--- src/rtl/seq_mul_z.sv ---
// ---------------------------------------------------------------------------
// seq_mul_z
//
// Iterative shift-add multiplier. It multiplies two unsigned (DW+1)-bit
// operands and produces a (2*DW+2)-bit product. The work takes DW+1 clock
// iterations. A new product is announced with a one-cycle z_valid pulse,
// which drives the enable of the downstream seek_cd block.
//
// Ports
//   clk      in   1        system clock, rising edge
//   reset    in   1        asynchronous reset, active low
//   start    in   1        begin a multiply (sampled only while idle)
//   a        in   DW+1     multiplicand, unsigned, captured on acceptance
//   b        in   DW+1     multiplier, unsigned, captured on acceptance
//   abort    in   1        synchronous cancel of an in-flight multiply
//   busy     out  1        high while an iteration sequence is running
//   z        out  2*DW+2   product, held until the next completion
//   z_valid  out  1        one-cycle pulse marking a new z
// ---------------------------------------------------------------------------
module seq_mul_z #(
    parameter int DW = 32
) (
    input  logic              clk,
    input  logic              reset,
    input  logic              start,
    input  logic [DW:0]       a,
    input  logic [DW:0]       b,
    input  logic              abort,
    output logic              busy,
    output logic [2*DW+1:0]   z,
    output logic              z_valid
);

    localparam int PW = 2 * DW + 2;      // product / accumulator width
    localparam int CW = $clog2(DW + 2);  // iteration counter width

    localparam logic [0:0] IDLE = 1'b0;
    localparam logic [0:0] BUSY = 1'b1;

    logic [0:0]    state_reg,   state_next;
    logic [CW-1:0] cnt_reg,     cnt_next;
    logic [PW-1:0] mcand_reg,   mcand_next;
    logic [DW:0]   mplier_reg,  mplier_next;
    logic [PW-1:0] acc_reg,     acc_next;
    logic [PW-1:0] z_reg,       z_next;
    logic          z_valid_reg, z_valid_next;

    // The partial product for this iteration is the shifted multiplicand,
    // gated by the current low bit of the multiplier.
    logic [PW-1:0] addend;
    logic [PW-1:0] acc_sum;
    logic          last_iter;

    generate
        for (genvar gi = 0; gi < PW; gi++) begin : g_addend
            assign addend[gi] = mcand_reg[gi] & mplier_reg[0];
        end
    endgenerate

    // The largest product fits in PW bits, so no carry-out is kept.
    assign acc_sum   = acc_reg + addend;
    assign last_iter = (cnt_reg == CW'(DW));

    always_comb begin
        state_next   = state_reg;
        cnt_next     = cnt_reg;
        mcand_next   = mcand_reg;
        mplier_next  = mplier_reg;
        acc_next     = acc_reg;
        z_next       = z_reg;
        z_valid_next = 1'b0;  // pulse: cleared on every edge unless set below

        case (state_reg)
            IDLE: begin
                // start takes priority over abort here; abort does nothing in IDLE.
                if (start) begin
                    mcand_next  = {{(PW - DW - 1){1'b0}}, a};
                    mplier_next = b;
                    acc_next    = '0;
                    cnt_next    = '0;
                    state_next  = BUSY;
                end
            end
            BUSY: begin
                if (abort) begin
                    // Even on the final iteration, abort drops the result.
                    // z keeps its old value.
                    state_next = IDLE;
                end else begin
                    acc_next    = acc_sum;
                    mcand_next  = mcand_reg << 1;
                    mplier_next = mplier_reg >> 1;
                    cnt_next    = cnt_reg + CW'(1);
                    if (last_iter) begin
                        z_next       = acc_sum;
                        z_valid_next = 1'b1;
                        state_next   = IDLE;
                    end
                end
            end
            default: begin
                state_next = IDLE;
            end
        endcase
    end

    always_ff @(posedge clk or negedge reset) begin
        if (!reset) begin
            state_reg   <= IDLE;
            cnt_reg     <= '0;
            mcand_reg   <= '0;
            mplier_reg  <= '0;
            acc_reg     <= '0;
            z_reg       <= '0;
            z_valid_reg <= 1'b0;
        end else begin
            state_reg   <= state_next;
            cnt_reg     <= cnt_next;
            mcand_reg   <= mcand_next;
            mplier_reg  <= mplier_next;
            acc_reg     <= acc_next;
            z_reg       <= z_next;
            z_valid_reg <= z_valid_next;
        end
    end

    assign busy    = (state_reg == BUSY);
    assign z       = z_reg;
    assign z_valid = z_valid_reg;

endmodule

--- config.mk ---
export PLATFORM = sky130hd
export DESIGN_NAME = seq_mul_z
export DESIGN_NICKNAME = d
export VERILOG_FILES = /design/src/rtl/seq_mul_z.sv
export SDC_FILE = /design/constraint.sdc
export NUM_CORES = 1
export LEC_CHECK = 0
export CAP_MARGIN = 15
export CORE_MARGIN = 5
export CORE_UTILIZATION = 55
export DETAILED_ROUTE_END_ITERATION = 10
export GPL_TIMING_DRIVEN = 0
export PLACE_DENSITY = 0.86
export SLEW_MARGIN = 20
export SYNTH_ARGS = -nofsm -noshare
export SYNTH_HDL_FRONTEND = slang
export SYNTH_SLANG_ARGS = --single-unit
--- constraint.sdc ---
create_clock -name clk -period 6.8 [get_ports clk]
set_input_delay 0.68 -clock clk [delete_from_list [all_inputs] [get_ports clk]]
set_output_delay 0.68 -clock clk [all_outputs]
set_load 0.005 [all_outputs]
==> results of run 1 <==
[placed cells by master, fill, tap and decap left out, drive strengths merged, types with 19 or more instances in the layout]
master / instances
a21o: 30
a21oi: 89
a22o: 100
a22oi: 66
and2: 70
clkbuf: 118
clkdlybuf4s50: 136
dfrtp: 239
ha: 67
inv: 19
mux2: 20
nand2: 325
nand4: 19
nor2: 45
o21ai: 60
xnor2: 36
xor2: 28
[synth_stat cells, drive strengths merged (11+ instances only)]
master    n  share of area
a22o    100          0.066
mux2     20          0.017
xnor2    36          0.024
o21bai   12         0.0068
dfrtp   239           0.45
and2     70          0.033
nor3     11         0.0045
nand4    19         0.0089
clkbuf   86          0.024
nand3    17         0.0068
inv      18         0.0051
a21oi    89          0.034
xor2     28          0.018
a21o     30          0.017
ha       67          0.063
o21a     14         0.0080
nor2     45          0.013
o21ai    60          0.023
a22oi    66          0.037
nand2   325          0.092
[cell type report]
class / instances / area, sq um
fillers: 1811 / 7486
multi-input cells: 1083 / 6904
flip-flops and latches: 239 / 5981
repair buffers: 139 / 1431
clock buffers: 32 / 744.5
well taps: 319 / 399.1
plain buffers: 88 / 331.6
clock inverters: 18 / 267.8
inverters: 18 / 67.56
[metrics by stage]
step | cells | cell area (sq um) | setup slack (ps) | total power, mW
after detailed placement | 1886 | 15110 | 2467 | 2.818
after floorplan | 1428 | 13280 | 3114 | 2.498
final | 1936 | 16130 | 2282 | 4.441
after CTS | 1936 | 16130 | 2414 | 4.457
after global placement | 1884 | 15050 | -4815 | 2.777
after global routing | 1936 | 16130 | 2105 | 4.681
[routing by layer]
layer | global-route usage | vias to the layer above | routed length [um]
met5 | 0 | - | 27
met4 | 0.08549 | 4 | 1244
met3 | 0.05113 | 88 | 2567
met2 | 0.4272 | 415 | 16320
met1 | 0.3646 | 5563 | 15350
li1 | - | 5420 | -
[how the worst max path moves through the flow]
stage	startpoint	endpoint	slack, ps
final	mplier_reg[0]	z[57]	2280
after global routing	mplier_reg[0]	z[59]	2110
after CTS	mplier_reg[0]	z[57]	2410
after detailed placement	mplier_reg[0]	z[52]	2470
after global placement	reset	mplier_reg[19]	-4820
after floorplan	mplier_reg[0]	z[52]	3110
[power breakdown]
group / switching (mW) / leakage (nW) / total (mW) / internal (mW)
sequential: 0.140 / 3.21 / 1.75 / 1.62
clock: 0.607 / 0.483 / 1.62 / 1.01
combinational: 0.655 / 4.15 / 1.07 / 0.410
[cells by family after synthesis]
logic type | count (synthesis) | share of synthesized area
AOI/OAI and AO/OA | 416 | 0.2239
xor gates and xnor gates | 64 | 0.04220
adders and majority gates | 68 | 0.06461
buffers and inverters | 106 | 0.03005
DFF | 239 | 0.4502
muxes | 22 | 0.01846
and+or+nand+nor | 513 | 0.1706
==> reports/summary.txt, run 1 <==
RUN STATUS
------------------------------------------------------------------------------------
Outcome                                                                    completed

LOGIC SYNTHESIS
------------------------------------------------------------------------------------
Count of state elements after synthesis                                          239
Nets in the synthesized netlist                                                 1566
Number of flops mapped to enable cells by yosys                                    0
Sequential-to-total area share from yosys stat                                0.4502
Synthesized instance count                                                      1428
Cell area after technology mapping                                       13280 sq um
Syn. warnings                                                                      0
Synth Flop Type                                                              dfrtp_1
Async set or reset register ratio after synthesis                              1.000
Distinct cell type count of the synthesized netlist                               62
Average footprint of a synthesized cell                                  9.303 sq um

TIMING
------------------------------------------------------------------------------------
Max-slew violation count                                                           0
Slew at the pin closest to its max-slew limit                               969.4 ps
Final number of hold-violating endpoints                                           0
Unrepaired setup endpoints after global routing                                false
Period minus WS final                                                        4518 ps
Post-route clock period utilization                                           0.6645
Tightest hold margin                                                        68.67 ps
Slew margin rel.                                                              0.3537
Highest achievable clock rate                                              221.3 MHz
Total of endpoints with negative setup slack in the final report                   0
Final TNS setup                                                                 0 ps
Worst-case clock skew                                                       11.60 ps

FLOORPLANNING
------------------------------------------------------------------------------------
Horiz. Die Dim                                                              165.4 um
Count of standard-cell rows                                                       56
Die Span Y                                                                  165.4 um
Core footprint                                                           23610 sq um
Top-level port count                                                             138
DIE AREA                                                                 27360 sq um
Starting density of the core                                                  0.5626

CRITICAL PATH
------------------------------------------------------------------------------------
Worst setup slack for register-to-register paths                             2280 ps
Depth of the critical timing path with buffers and inverters included             13
Crit end category                                                           register
Worst r2r src                                                           mplier_reg[0]
Required time at the worst-slack endpoint                                    7230 ps
Number of cells traversed by the worst register-to-register path                  13
Buffering stage count on the worst path with inverters included                    2
Critical Path Start Type                                                    register
Worst EP arrival                                                             4940 ps
Slowest Stage Delay on Critical Path                                          490 ps
Top Family by Delay on Critical Path                                    compound AO/OA/AOI/OAI gates
Most numerous cell on the critical path                                     clkbuf_1
Critical path start-end classification                                  register to register
Cell with the largest stage delay on the worst path                          o31ai_1
Worst flop-to-flop path endpoint                                               z[57]
Worst-path cell chain                                                   clkbuf_1 > clkbuf_1 > and2_1 > ha_1 > nand4_1 > or2_2 > o31ai_1 > o21ai_1 > o41ai_4 > a31oi_2 > o41ai_2 > xor2_1 > mux2_2
Maximum fanout along the worst path                                               10

ROUTE
------------------------------------------------------------------------------------
Via count normalized by instance count                                         5.935
DRC violations left                                                                0
ANT nets after route                                                               0
Detailed Route Iter0 Violations                                                  858
Overall via count from detail_route                                           11.49k
Wire length reported by the detailed router                                 35510 um
DRT Pass-1 Iters                                                                   5
Routed WL per cell                                                          18.34 um

CLOCKING
------------------------------------------------------------------------------------
Hold-fix buffers, CTS                                                              0
Number of H-tree branching levels                                                  1
Number of clock sinks seen by CTS                                                239
Inserted Clock Buffers                                                            27
Number of instances resized during post-cts repair                                 0
Maximum root-to-sink buffer count                                                  3
Cell chosen for the clock root                                             clkbuf_16
Clock tree from TritonCTS                                                       done
Total setup buffers inserted after CTS                                             0
Clock Latency Late Sink                                                       540 ps
Clock slew at reported path FFs                                                60 ps

GLOBAL ROUTING
------------------------------------------------------------------------------------
Gr ovfl total                                                                      0
Global-route wire length before repair                                      59000 um
Largest net degree at the start of global routing                                 90
Number of antenna violations at the first check in global routing                  2
Number of global-route vias before repair                                     11.62k
Global router's overall resource usage                                        0.2652

PLACED DESIGN
------------------------------------------------------------------------------------
Port Buffers                                                                     137
Post-DP HPWL                                                                25960 um
Global placement routability congestion                                       0.9415

POWER AND IR DROP
------------------------------------------------------------------------------------
Cell leakage power                                                          7.838 nW
Power per cell area                                                     275.4 nW/um^2
Maximum vdd drop                                                         0.0002098 V

CELLS AND AREA
------------------------------------------------------------------------------------
Number of inserted diodes                                                          0
Layout Utilization                                                            0.6830
Signed area change from the synthesized netlist to the final layout           21.40%
Final Net Count                                                                 1734
Layout cell share with drive strength beyond 1                               0.05937

HOLD PATH
------------------------------------------------------------------------------------
Min-delay worst type                                                    primary input to async pin

FLOW RUN
------------------------------------------------------------------------------------
Number of violations of the max-capacitance limit                                  0

(Power assumes the default switching activity.)
==> run 2, diff against run 1 <==
--- a/config.mk
+++ b/config.mk
@@ -7,10 +7,10 @@
 export LEC_CHECK = 0
 export CAP_MARGIN = 15
 export CORE_MARGIN = 5
-export CORE_UTILIZATION = 55
+export CORE_UTILIZATION = 52
 export DETAILED_ROUTE_END_ITERATION = 10
 export GPL_TIMING_DRIVEN = 0
-export PLACE_DENSITY = 0.86
+export PLACE_DENSITY = 0.85
 export SLEW_MARGIN = 20
 export SYNTH_ARGS = -nofsm -noshare
 export SYNTH_HDL_FRONTEND = slang
==> constraint.sdc (replaced) <==
create_clock -name clk -period 3.76 [get_ports clk]
set_input_delay 0.376 -clock clk [delete_from_list [all_inputs] [get_ports clk]]
set_output_delay 0.376 -clock clk [all_outputs]
set_load 0.005 [all_outputs]
==> reports/summary.txt, run 2 (synthesized netlist as in run 1, its figures left out) <==
HOLD PATH
-------------------------------------------------------------------------------------
Min-delay worst type                                                     primary input to async pin

CRITICAL PATH
-------------------------------------------------------------------------------------
Buffering stage count on the worst path with inverters included                     1   -1
Worst flop-to-flop path endpoint                                                z[52]
Crit end category                                                            register
Worst EP arrival                                                              4160 ps   -780 ps
Number of cells traversed by the worst register-to-register path                   14   +1
Required time at the worst-slack endpoint                                     4170 ps   -3060 ps
Depth of the critical timing path with buffers and inverters included              14   +1
Worst-path cell chain                                                    buf_8 > and2_4 > ha_4 > fa_2 > a21o_1 > a221oi_4 > a2111oi_4 > or4_4 > nand3_4 > o21a_4 > o21ai_4 > a221o_1 > xnor2_2 > mux2_4
Critical path start-end classification                                   register to register
Maximum fanout along the worst path                                                 8   -2
Worst setup slack for register-to-register paths                                10 ps   -2270 ps
Top Family by Delay on Critical Path                                     compound AO/OA/AOI/OAI gates
Cell with the largest stage delay on the worst path                             or4_4
Slowest Stage Delay on Critical Path                                           530 ps   +40 ps
Worst r2r src                                                            mplier_reg[0]
Critical Path Start Type                                                     register

TIMING
-------------------------------------------------------------------------------------
Worst-case clock skew                                                        26.94 ps   +15.34 ps
Period minus WS final                                                         3748 ps   -770.1 ps
Unrepaired setup endpoints after global routing                                  true
Highest achievable clock rate                                               266.8 MHz   +21%
Slew margin rel.                                                               0.4307   +0.07691
Post-route clock period utilization                                            0.9969   +0.3324
Final worst slack                                                            11.68 ps   -2270 ps
Slew at the pin closest to its max-slew limit                                850.9 ps   -118.5 ps
Total of endpoints with negative setup slack in the final report                    0   unchanged
Final number of hold-violating endpoints                                            0   unchanged
Max-slew violation count                                                            0   unchanged
Tightest hold margin                                                         343.4 ps   +274.7 ps

CELLS AND AREA
-------------------------------------------------------------------------------------
Most frequent standard cell in the layout excluding fill and tap cells        nand2_1
Layout Utilization                                                             0.6569   -0.02606
Post-route insts no fill                                                         1958   +1.1%
Final Net Count                                                                  1749   +0.87%
Layout cell share with drive strength beyond 1                                0.09214   +0.03277
Number of inserted diodes                                                           0   unchanged
Signed area change from the synthesized netlist to the final layout            24.53%
Layout fillers                                                                   1962   +8.3%
Commonest cells after routing, fill and taps aside                       nand2_1 (325), dfrtp_1 (239), clkdlybuf4s50_1 (136), a22o_1 (100), a21oi_1 (84)
Cell area after layout                                                    16540 sq um   +2.6%

FLOORPLANNING
-------------------------------------------------------------------------------------
Starting density of the core                                                   0.5275   -0.03505
Core footprint                                                            25180 sq um   +6.6%
Top-level port count                                                              138   unchanged
DIE AREA                                                                  28840 sq um   +5.4%
Horiz. Die Dim                                                               169.8 um   +2.7%
Count of standard-cell rows                                                        58   +3.6%
Die Span Y                                                                   169.8 um   +2.7%

GLOBAL ROUTING
-------------------------------------------------------------------------------------
Number of global-route vias before repair                                      11.66k   +0.33%
Gr ovfl total                                                                       0   unchanged
Global router's overall resource usage                                         0.2491   -0.01617
Global-route wire length before repair                                       59420 um   +0.71%
Number of antenna violations at the first check in global routing                   1   -1
Largest net degree at the start of global routing                                 101   +12%

ROUTE
-------------------------------------------------------------------------------------
Routed WL per cell                                                           18.67 um   +1.8%
Wire length reported by the detailed router                                  36550 um   +2.9%
ANT nets after route                                                                0   unchanged
Detailed Route Iter0 Violations                                                   925   +7.8%
DRT Pass-1 Iters                                                                    5   unchanged
Overall via count from detail_route                                            11.55k   +0.53%
Via count normalized by instance count                                          5.899   -0.60%
DRC violations left                                                                 0   unchanged

POWER AND IR DROP
-------------------------------------------------------------------------------------
Switching fraction of total power                                              0.3239   +0.008233
Maximum vdd drop                                                          0.0003936 V   +88%
Combinational power share                                                       0.264   +0.024
Switching component of the power                                             2.606 mW   +86%
Share of power burned in registers                                              0.396   about the same
Share of total power in the clock network                                       0.340   -0.025
Cell-internal power                                                          5.439 mW   +79%
Cell leakage power                                                           7.960 nW   +1.6%
Power per cell area                                                      486.3 nW/um^2   +77%

CLOCKING
-------------------------------------------------------------------------------------
Inserted Clock Buffers                                                             26   -3.7%
Clock slew at reported path FFs                                                 70 ps   about the same
Maximum root-to-sink buffer count                                                   3   unchanged
Clock Latency Late Sink                                                        540 ps   about the same
Clock tree from TritonCTS                                                        done
Cell chosen for the clock root                                              clkbuf_16
Number of H-tree branching levels                                                   1   unchanged
Number of clock sinks seen by CTS                                                 239   unchanged

PLACED DESIGN
-------------------------------------------------------------------------------------
Count of placed standard cells including taps                                    1897   +0.58%
Post-DP HPWL                                                                 26210 um   +0.94%
Instance area at placement                                                15130 sq um   about the same
Global placement routability congestion                                        0.9459   +0.47%
Port Buffers                                                                      137   unchanged
DP Worst Slack                                                              -713.5 ps   -3180 ps

RUN STATUS
-------------------------------------------------------------------------------------
Outcome                                                                     completed

FLOW RUN
-------------------------------------------------------------------------------------
Number of violations of the max-capacitance limit                                   0   unchanged

-- run 2: per-layer routing --
layer  track usage  up-vias  part of all wire
met4       0.07560        2             0.028
met5             0        -           0.00036
li1              -     5446                 -
met3       0.05598       80             0.077
met2        0.3986      394              0.46
met1        0.3416     5629              0.43
-- run 2: worst max-delay path by stage --
stage	startpoint	end	slack, ps
5_1_grt	mplier_reg[0]	z[52]	-90
4_1_cts	mplier_reg[0]	z[59]	-2
2_1_floorplan	mplier_reg[0]	z[52]	70
6_report	mplier_reg[0]	z[52]	10
3_3_place_gp	reset	mplier_reg[19]	-7730
3_5_place_dp	mplier_reg[0]	z[59]	-710
-- run 2: metrics by stage --
stage,power (mW),TNS (ps)
2_1_floorplan,4.517,0
3_3_place_gp,5.030,-1855250
3_5_place_dp,5.108,-18610
4_1_cts,7.945,-1.957
5_1_grt,8.446,-335.1
6_report,8.045,0
-- run 2: cell type report --
class,count,area [sq um],share of cell area
multi-input cells,1083,7246,0.4380
flip-flops and latches,239,5981,0.3615
repair buffers,160,1592,0.09621
clock buffers,35,745.7,0.04508
well taps,330,412.9,0.02496
plain buffers,83,331.6,0.02004
clock inverters,10,166.4,0.01006
inverters,18,67.56,0.004084
-- run 2: worst register-to-register path, stage by stage, from the launching register on --
cell	delay (ps)
dfrtp_1	430
buf_8	170
and2_4	140
ha_4	160
fa_2	360
a21o_1	210
a221oi_4	350
a2111oi_4	140
or4_4	530
nand3_4	120
o21a_4	170
o21ai_4	70
a221o_1	370
xnor2_2	160
mux2_4	260
-- run 2: timing repair --
| action | CTS | global route |
|---|---|---|
| setup endpoints to repair | 66 | 37 |
| resized for setup | 40 | 39 |
| buffers inserted | 13 | 7 |
| endpoints found under the hold margin | 63 | 0 |
| pin swaps | 13 | 8 |
| cloned | 0 | 0 |
| hold buffers | 1 | 0 |
-- run 2: power groups by stage --
stage          clock, mW  sequential, mW  combinational (mW)
2_1_floorplan          0            3.13                1.39
3_3_place_gp           0            3.19                1.84
3_5_place_dp           0            3.20                1.91
4_1_cts             2.77            3.17                2.01
5_1_grt             2.88            3.23                2.34
6_report            2.73            3.19                2.13
